[src/rtl/tx_rx_pkg.sv]
// Shared types for the ROM-to-transmitter sequencer: FSM state encoding and
// the read latency of the registered-output ROM it drives.
package tx_rx_pkg;

    typedef enum logic [2:0] {
        IDLE,
        FETCH,
        CAPTURE,
        SEND,
        FINISH
    } state_t;

    localparam int ROM_LATENCY = 1;

endpackage

[src/rtl/rom_tx_sequencer.sv]
// Streams a block of ROM words (wrapping addresses) to the transmitter over a
// valid/ready handshake, one fetch per word with no prefetch.
module rom_tx_sequencer
    import tx_rx_pkg::*;
#(
    parameter int DATA_WIDTH = 8,
    parameter int ADDR_WIDTH = 2
) (
    input  logic                  clk,
    input  logic                  rst_n,
    input  logic                  start,
    input  logic [ADDR_WIDTH-1:0] start_addr,
    input  logic [ADDR_WIDTH:0]   len,
    input  logic                  abort,
    output logic [ADDR_WIDTH-1:0] rom_addr,
    output logic                  rom_read,
    input  logic [DATA_WIDTH-1:0] rom_q,
    output logic [DATA_WIDTH-1:0] tx_data,
    output logic                  tx_valid,
    input  logic                  tx_ready,
    output logic                  busy,
    output logic                  done
);

    state_t                state, state_next;
    logic [ADDR_WIDTH-1:0] addr, addr_next;
    logic [ADDR_WIDTH:0]   remaining, remaining_next;
    logic [DATA_WIDTH-1:0] data_reg, data_next;

    always_ff @(posedge clk or negedge rst_n) begin
        if (!rst_n) begin
            state     <= IDLE;
            addr      <= '0;
            remaining <= '0;
            data_reg  <= '0;
        end else begin
            state     <= state_next;
            addr      <= addr_next;
            remaining <= remaining_next;
            data_reg  <= data_next;
        end
    end

    // Abort wins over a simultaneous tx_ready, so the offered word is not counted.
    always_comb begin
        state_next     = state;
        addr_next      = addr;
        remaining_next = remaining;
        data_next      = data_reg;
        case (state)
            IDLE: begin
                if (start) begin
                    if (len != '0) begin
                        addr_next      = start_addr;
                        remaining_next = len;
                        state_next     = FETCH;
                    end else begin
                        state_next = FINISH;
                    end
                end
            end
            FETCH: begin
                state_next = abort ? FINISH : CAPTURE;
            end
            CAPTURE: begin
                if (abort) begin
                    state_next = FINISH;
                end else begin
                    data_next  = rom_q;
                    state_next = SEND;
                end
            end
            SEND: begin
                if (abort) begin
                    state_next = FINISH;
                end else if (tx_ready) begin
                    remaining_next = remaining - (ADDR_WIDTH+1)'(1);
                    addr_next      = addr + ADDR_WIDTH'(1);
                    state_next     = (remaining == (ADDR_WIDTH+1)'(1)) ? FINISH : FETCH;
                end
            end
            FINISH: begin
                state_next = IDLE;
            end
            default: begin
                state_next = IDLE;
            end
        endcase
    end

    // Every output is a decode of registered state, so none depends on an input.
    assign rom_addr = addr;
    assign rom_read = (state == FETCH);
    assign tx_data  = data_reg;
    assign tx_valid = (state == SEND);
    assign busy     = (state != IDLE);
    assign done     = (state == FINISH);

endmodule
[config.mk]
export PLATFORM = sky130hd
export DESIGN_NAME = rom_tx_sequencer
export DESIGN_NICKNAME = d
export VERILOG_FILES = /design/src/rtl/tx_rx_pkg.sv /design/src/rtl/rom_tx_sequencer.sv
export SDC_FILE = /design/constraint.sdc
export NUM_CORES = 1
export LEC_CHECK = 0
export CORE_MARGIN = 5
export CORE_UTILIZATION = 40
export CTS_CLUSTER_DIAMETER = 50
export CTS_CLUSTER_SIZE = 28
export DETAILED_ROUTE_END_ITERATION = 8
export HOLD_SLACK_MARGIN = 0.15
export PLACE_DENSITY_LB_ADDON = 0.25
export REMOVE_ABC_BUFFERS = 1
export SLEW_MARGIN = 25
export SYNTH_ARGS = -nofsm -noshare
export SYNTH_HDL_FRONTEND = slang
export SYNTH_SLANG_ARGS = --single-unit
[constraint.sdc]
create_clock -name clk -period 3.25 [get_ports clk]
set_clock_uncertainty 0.15 [all_clocks]
set_input_delay 0.4875 -clock clk [delete_from_list [all_inputs] [get_ports clk]]
set_output_delay 0.4875 -clock clk [all_outputs]
set_load 0.02 [all_outputs]
# After elaboration in Yosys (flattened, before gate mapping)
# Index checks and enable logic that the tools add are counted.
# word_totals
in_bits	18
output_inout_bits	14
register_bits	16
# op_classes
eq_ne	10
muxes	18
add_sub_neg	2
n_bitwise	1
n_reduce_logical	7
# ops
operator	n
two-way mux 3 bit	11
case mux 3 bit (4 select lines)	1
two-way mux 2 bit	4
== test 3 x 1 -> 1 bit, second input constant	2
== test 3 x 2 -> 1 bit, second input constant	2
inequality test 2 bit, second input constant	3
case mux 3 bit (2 select lines)	1
nonzero test 3 bit	2
AND reduction 5 bit	1
case mux 2 bit (2 select lines)	1
AND reduction 2 bit	2
== test 3 bit, second input constant	1
logical NOT 3 bit	1
inequality test 3 x 2 -> 1 bit, second input constant	1
subtractor 3 x 1 -> 3 bit, second input constant	1
adder 2 x 1 -> 2 bit, second input constant	1
inequality test 2 x 1 -> 1 bit, second input constant	1
nonzero test 2 bit	1
inverter 1 bit	1

# Depth between registers and ports, before layout
# logic_depth
depth_word	5
depth_mapped	6
depth_no_buf	6

# Worst setup path after synthesis
# No wires, ideal clock.
# synth_path
kind	input to register
from	input port len[1]
to	register addr[0], in the netlist rom_addr[0]
arrival_ps	1419
path_slack_ps	1553
setup_time_ps	129
path_stages	4
n_path_buf	0
cell_sequence	nor3_1 -> a2bb2oi_4 -> mux2i_1 -> o21ai_1
# synth_between
elab_chain_len	3
# synth_lines
item	line	rtl
start, declared	rom_tx_sequencer.sv:13	input logic [ADDR_WIDTH:0] len,
nonzero test 3 bit	rom_tx_sequencer.sv:53	if (len != '0) begin
inequality test 2 bit (no source line)	-	
AND reduction 5 bit (no source line)	-	
end signal, assigned	rom_tx_sequencer.sv:38	addr <= addr_next;
end, declared	rom_tx_sequencer.sv:26	logic [ADDR_WIDTH-1:0] addr, addr_next;
# Every way passes these cells.
# A chain may end at the register's enable or synchronous reset.

# Worst setup path after layout
# layout_path
from	register state[2]
to	output port tx_valid
# layout_between
elab_chain_len	1
# layout_lines
item	line	rtl
start, declared	rom_tx_sequencer.sv:25	state_t state, state_next;
start signal, assigned	rom_tx_sequencer.sv:37	state <= state_next;
== test 3 x 2 -> 1 bit	rom_tx_sequencer.sv:95	assign tx_valid = (state == SEND);
end, declared	rom_tx_sequencer.sv:19	output logic tx_valid,
# Every way passes these cells.

==> impl_metrics.env <==
export IMPL_cts_max_path_buffers=2
export IMPL_ctsHoldBuffers=0
export IMPL_synth_most_common_cell="dfrtp_1"
export IMPL_powerDensity_nw_per_um2=882
export IMPL_die_x_um=56.4
export IMPL_post_drt_via_cell_ratio=5.19
export IMPL_cts_resized=0
export IMPL_grt_max_degree=17
export IMPL_drive_gt1_share_pct=16.5
export IMPL_required_ns=2.61
export IMPL_synthCells=77
export IMPL_vias=706
export IMPL_grt_setup_unrepaired="false"
export IMPL_endpoint_kind="primary output"
export IMPL_holdPathEnd="tx_data[3]"
export IMPL_async_flop_share_pct=100
export IMPL_tightest_slew_ns=0.709
export IMPL_htreeDepth=1
export IMPL_area_growth_pct=41.5
export IMPL_track_usage_pct=12.0
export IMPL_core_um2=2000
export IMPL_syn_area_per_cell_um2=11.2
export IMPL_clkTransAtPathRegs_ns=0.09
export IMPL_min_from="tx_data[3]"
export IMPL_hold_viol=0
export IMPL_first_iter_violations=14
export IMPL_p_seq_share_pct=35.7
export IMPL_ff2ff_setup_slack_ns=1.39
export IMPL_synth_ff_type="dfrtp_1"
export IMPL_wirelength_um=1790
export IMPL_antenna_left=0
export IMPL_synth_top_family_by_area="simple AND/OR/NAND/NOR gates"
export IMPL_max_vdd_ir_drop_v=0.000448
export IMPL_r2r_cells=2
export IMPL_slew_headroom_pct=52.6
export IMPL_cts_made_buffers=3
export IMPL_max_cap_violations=0
export IMPL_routedWlPerCell_um=13.2
export IMPL_setup_violations=0
export IMPL_num_nets_final=130
export IMPL_gp_congestion=0.774
export IMPL_reg2reg_to="tx_data[6]"
export IMPL_p_comb_share_pct=52.1
export IMPL_first_pass_iters=4
export IMPL_p_switching_mw=0.412
export IMPL_initial_core_util_pct=42.9
export IMPL_final_cell_area_um2=1220
export IMPL_cts_sinks=16
export IMPL_cts_tree="built"
export IMPL_swShare_pct=38.4
export IMPL_power_share_clock_pct=12.1
export IMPL_hold_path_class="reg2reg"
export IMPL_antenna_cells=0
export IMPL_ys_seq_area_share_pct=46.6
export IMPL_synth_commonest_cells="dfrtp_1, nor2_1, mux2_2"
export IMPL_synth_fa_ha_area_share_pct=2.91
export IMPL_internal_power_mw=0.661
export IMPL_clock_latency_ns=0.28
export IMPL_fin_crit_sh_pct=79.3
export IMPL_status="completed"
export IMPL_max_freq_mhz=388
export IMPL_synth_area_leaders="dfrtp_1, mux2_2, nor2_1"
export IMPL_yosys_area_share_xor_xnor_pct=0
export IMPL_report_final_slew_viol_count=0
export IMPL_grt_pass1_wl_um=3020
export IMPL_worstSetupPathType="reg2out"
export IMPL_yosys_area_share_simple_pct=19.4
export IMPL_yosys_warnings=0
export IMPL_die_area_um2=3180
export IMPL_synthMuxAreaShare_pct=11.6
export IMPL_synth_compound_area_share_pct=15.0
export IMPL_die_y_um=56.4
export IMPL_grt_pass1_vias=694
export IMPL_synth_edf_count=0
export IMPL_synth_seq_cells=16
export IMPL_crit_fanout=9
export IMPL_gr_total_overflow=0
export IMPL_synth_top_area_cell="dfrtp_1"
export IMPL_dp_hpwl_um=1400
export IMPL_ys_types=30
export IMPL_cp_arrival_ns=1.94
export IMPL_fin_crit_ns=2.58
export IMPL_drc=0
export IMPL_setup_tns_ns=0
export IMPL_antenna_found_initial=0
export IMPL_multi_input_area_um2=420
export IMPL_startpoint_type="flop"
export IMPL_leakage_nw=0.513
export IMPL_cts_root_buf="clkbuf_4"
export IMPL_netlist_area_um2=860
export IMPL_fillers=165
export IMPL_port_buffers=31
export IMPL_place_area_um2=1180
export IMPL_synth_top_area_share_pct=46.6
export IMPL_regArea_um2=400
export IMPL_rows=16
export IMPL_hold_depth=1
export IMPL_rr_startpoint="state[0]"
export IMPL_ios=32
export IMPL_cts_setup_buffers=0
-- registers in the layout, indices dropped and copies added, names as in the netlist --
register / flops
tx_data: 8
state: 3
remaining: 3
rom_addr: 2
-- metrics by stage --
stage / hold slack [ns] / instances / utilization (%) / setup slack (ns) / power (mW)
floorplan: 0.0419 / 74 / - / 1.52 / 0.704
finish: 0.361 / 136 / 60.8 / 0.672 / 1.07
CTS: 0.367 / 136 / 60.8 / 0.650 / 1.09
global route: 0.387 / 136 / 60.8 / 0.554 / 1.15
detailed placement: 0.345 / 132 / 58.9 / 0.906 / 0.952
global placement: 0.339 / 132 / 58.9 / 0.905 / 0.941
-- cell type report --
type,instances,share of cell area (%)
Sequential cell,16,32.9
Multi-Input combinational cell,54,34.6
Clock buffer,4,2.98
Timing Repair Buffer,31,25.5
Inverter,4,1.23
Tap cell,27,2.78
-- power groups by stage --
stage / Clock, mW / Combinational, mW / Sequential [mW]
2_1_floorplan: 0 / 0.256 / 0.449
3_3_place_gp: 0 / 0.560 / 0.381
3_5_place_dp: 0 / 0.564 / 0.389
4_1_cts: 0.137 / 0.566 / 0.384
5_1_grt: 0.145 / 0.602 / 0.403
6_report: 0.130 / 0.559 / 0.383
-- placed cells by master (no fill, tap or decap), types with 2 or more instances in the layout --
cell type and instances:
a21oi_1 3, a31oi_1 2, clkbuf_4 3, clkdlybuf4s50_1 31, dfrtp_1 16, ha_1 2
inv_1 4, mux2_2 8, nand2_1 2, nand2b_1 2, nor2_1 12, nor3_1 3
o21ai_0 3, o22a_1 2
-- routing by layer --
metal / vias to the layer above / track usage, % / part of all wire [%] / routed length (um)
met3: 4 / 3.44 / 6.3 / 113
met1: 340 / 14.1 / 42 / 761
met2: 19 / 19.4 / 50 / 895
met5: - / 0 / 0 / 0
li1: 343 / - / - / -
met4: 0 / 7.12 / 1.4 / 25
-- worst max path at each step --
stage	endpoint	cells past startpoint	startpoint	slack, ns
2_1_floorplan	rom_read	2	state[0]	1.52
3_3_place_gp	tx_data[7]	3	abort	0.90
3_5_place_dp	tx_data[1]	3	abort	0.91
4_1_cts	tx_valid	3	state[2]	0.65
5_1_grt	tx_valid	3	state[0]	0.55
6_report	tx_valid	3	state[2]	0.67
-- cells by family (layout without fill, tap and decap cells) --
| logic type | Yosys count | after routing |
|---|---|---|
| compound gates | 16 | 16 |
| fa+ha+maj | 2 | 2 |
| buf+inv | 7 | 39 |
| flops | 16 | 16 |
| mux | 9 | 9 |
| simple gates | 27 | 27 |
-- critical path, cell delays in order (launching register included) --
cell	delay (ns)
dfrtp_1	0.48
nand3b_2	0.34
inv_1	0.19
clkdlybuf4s50_1	0.64
Power figures use the tool's default switching activity.
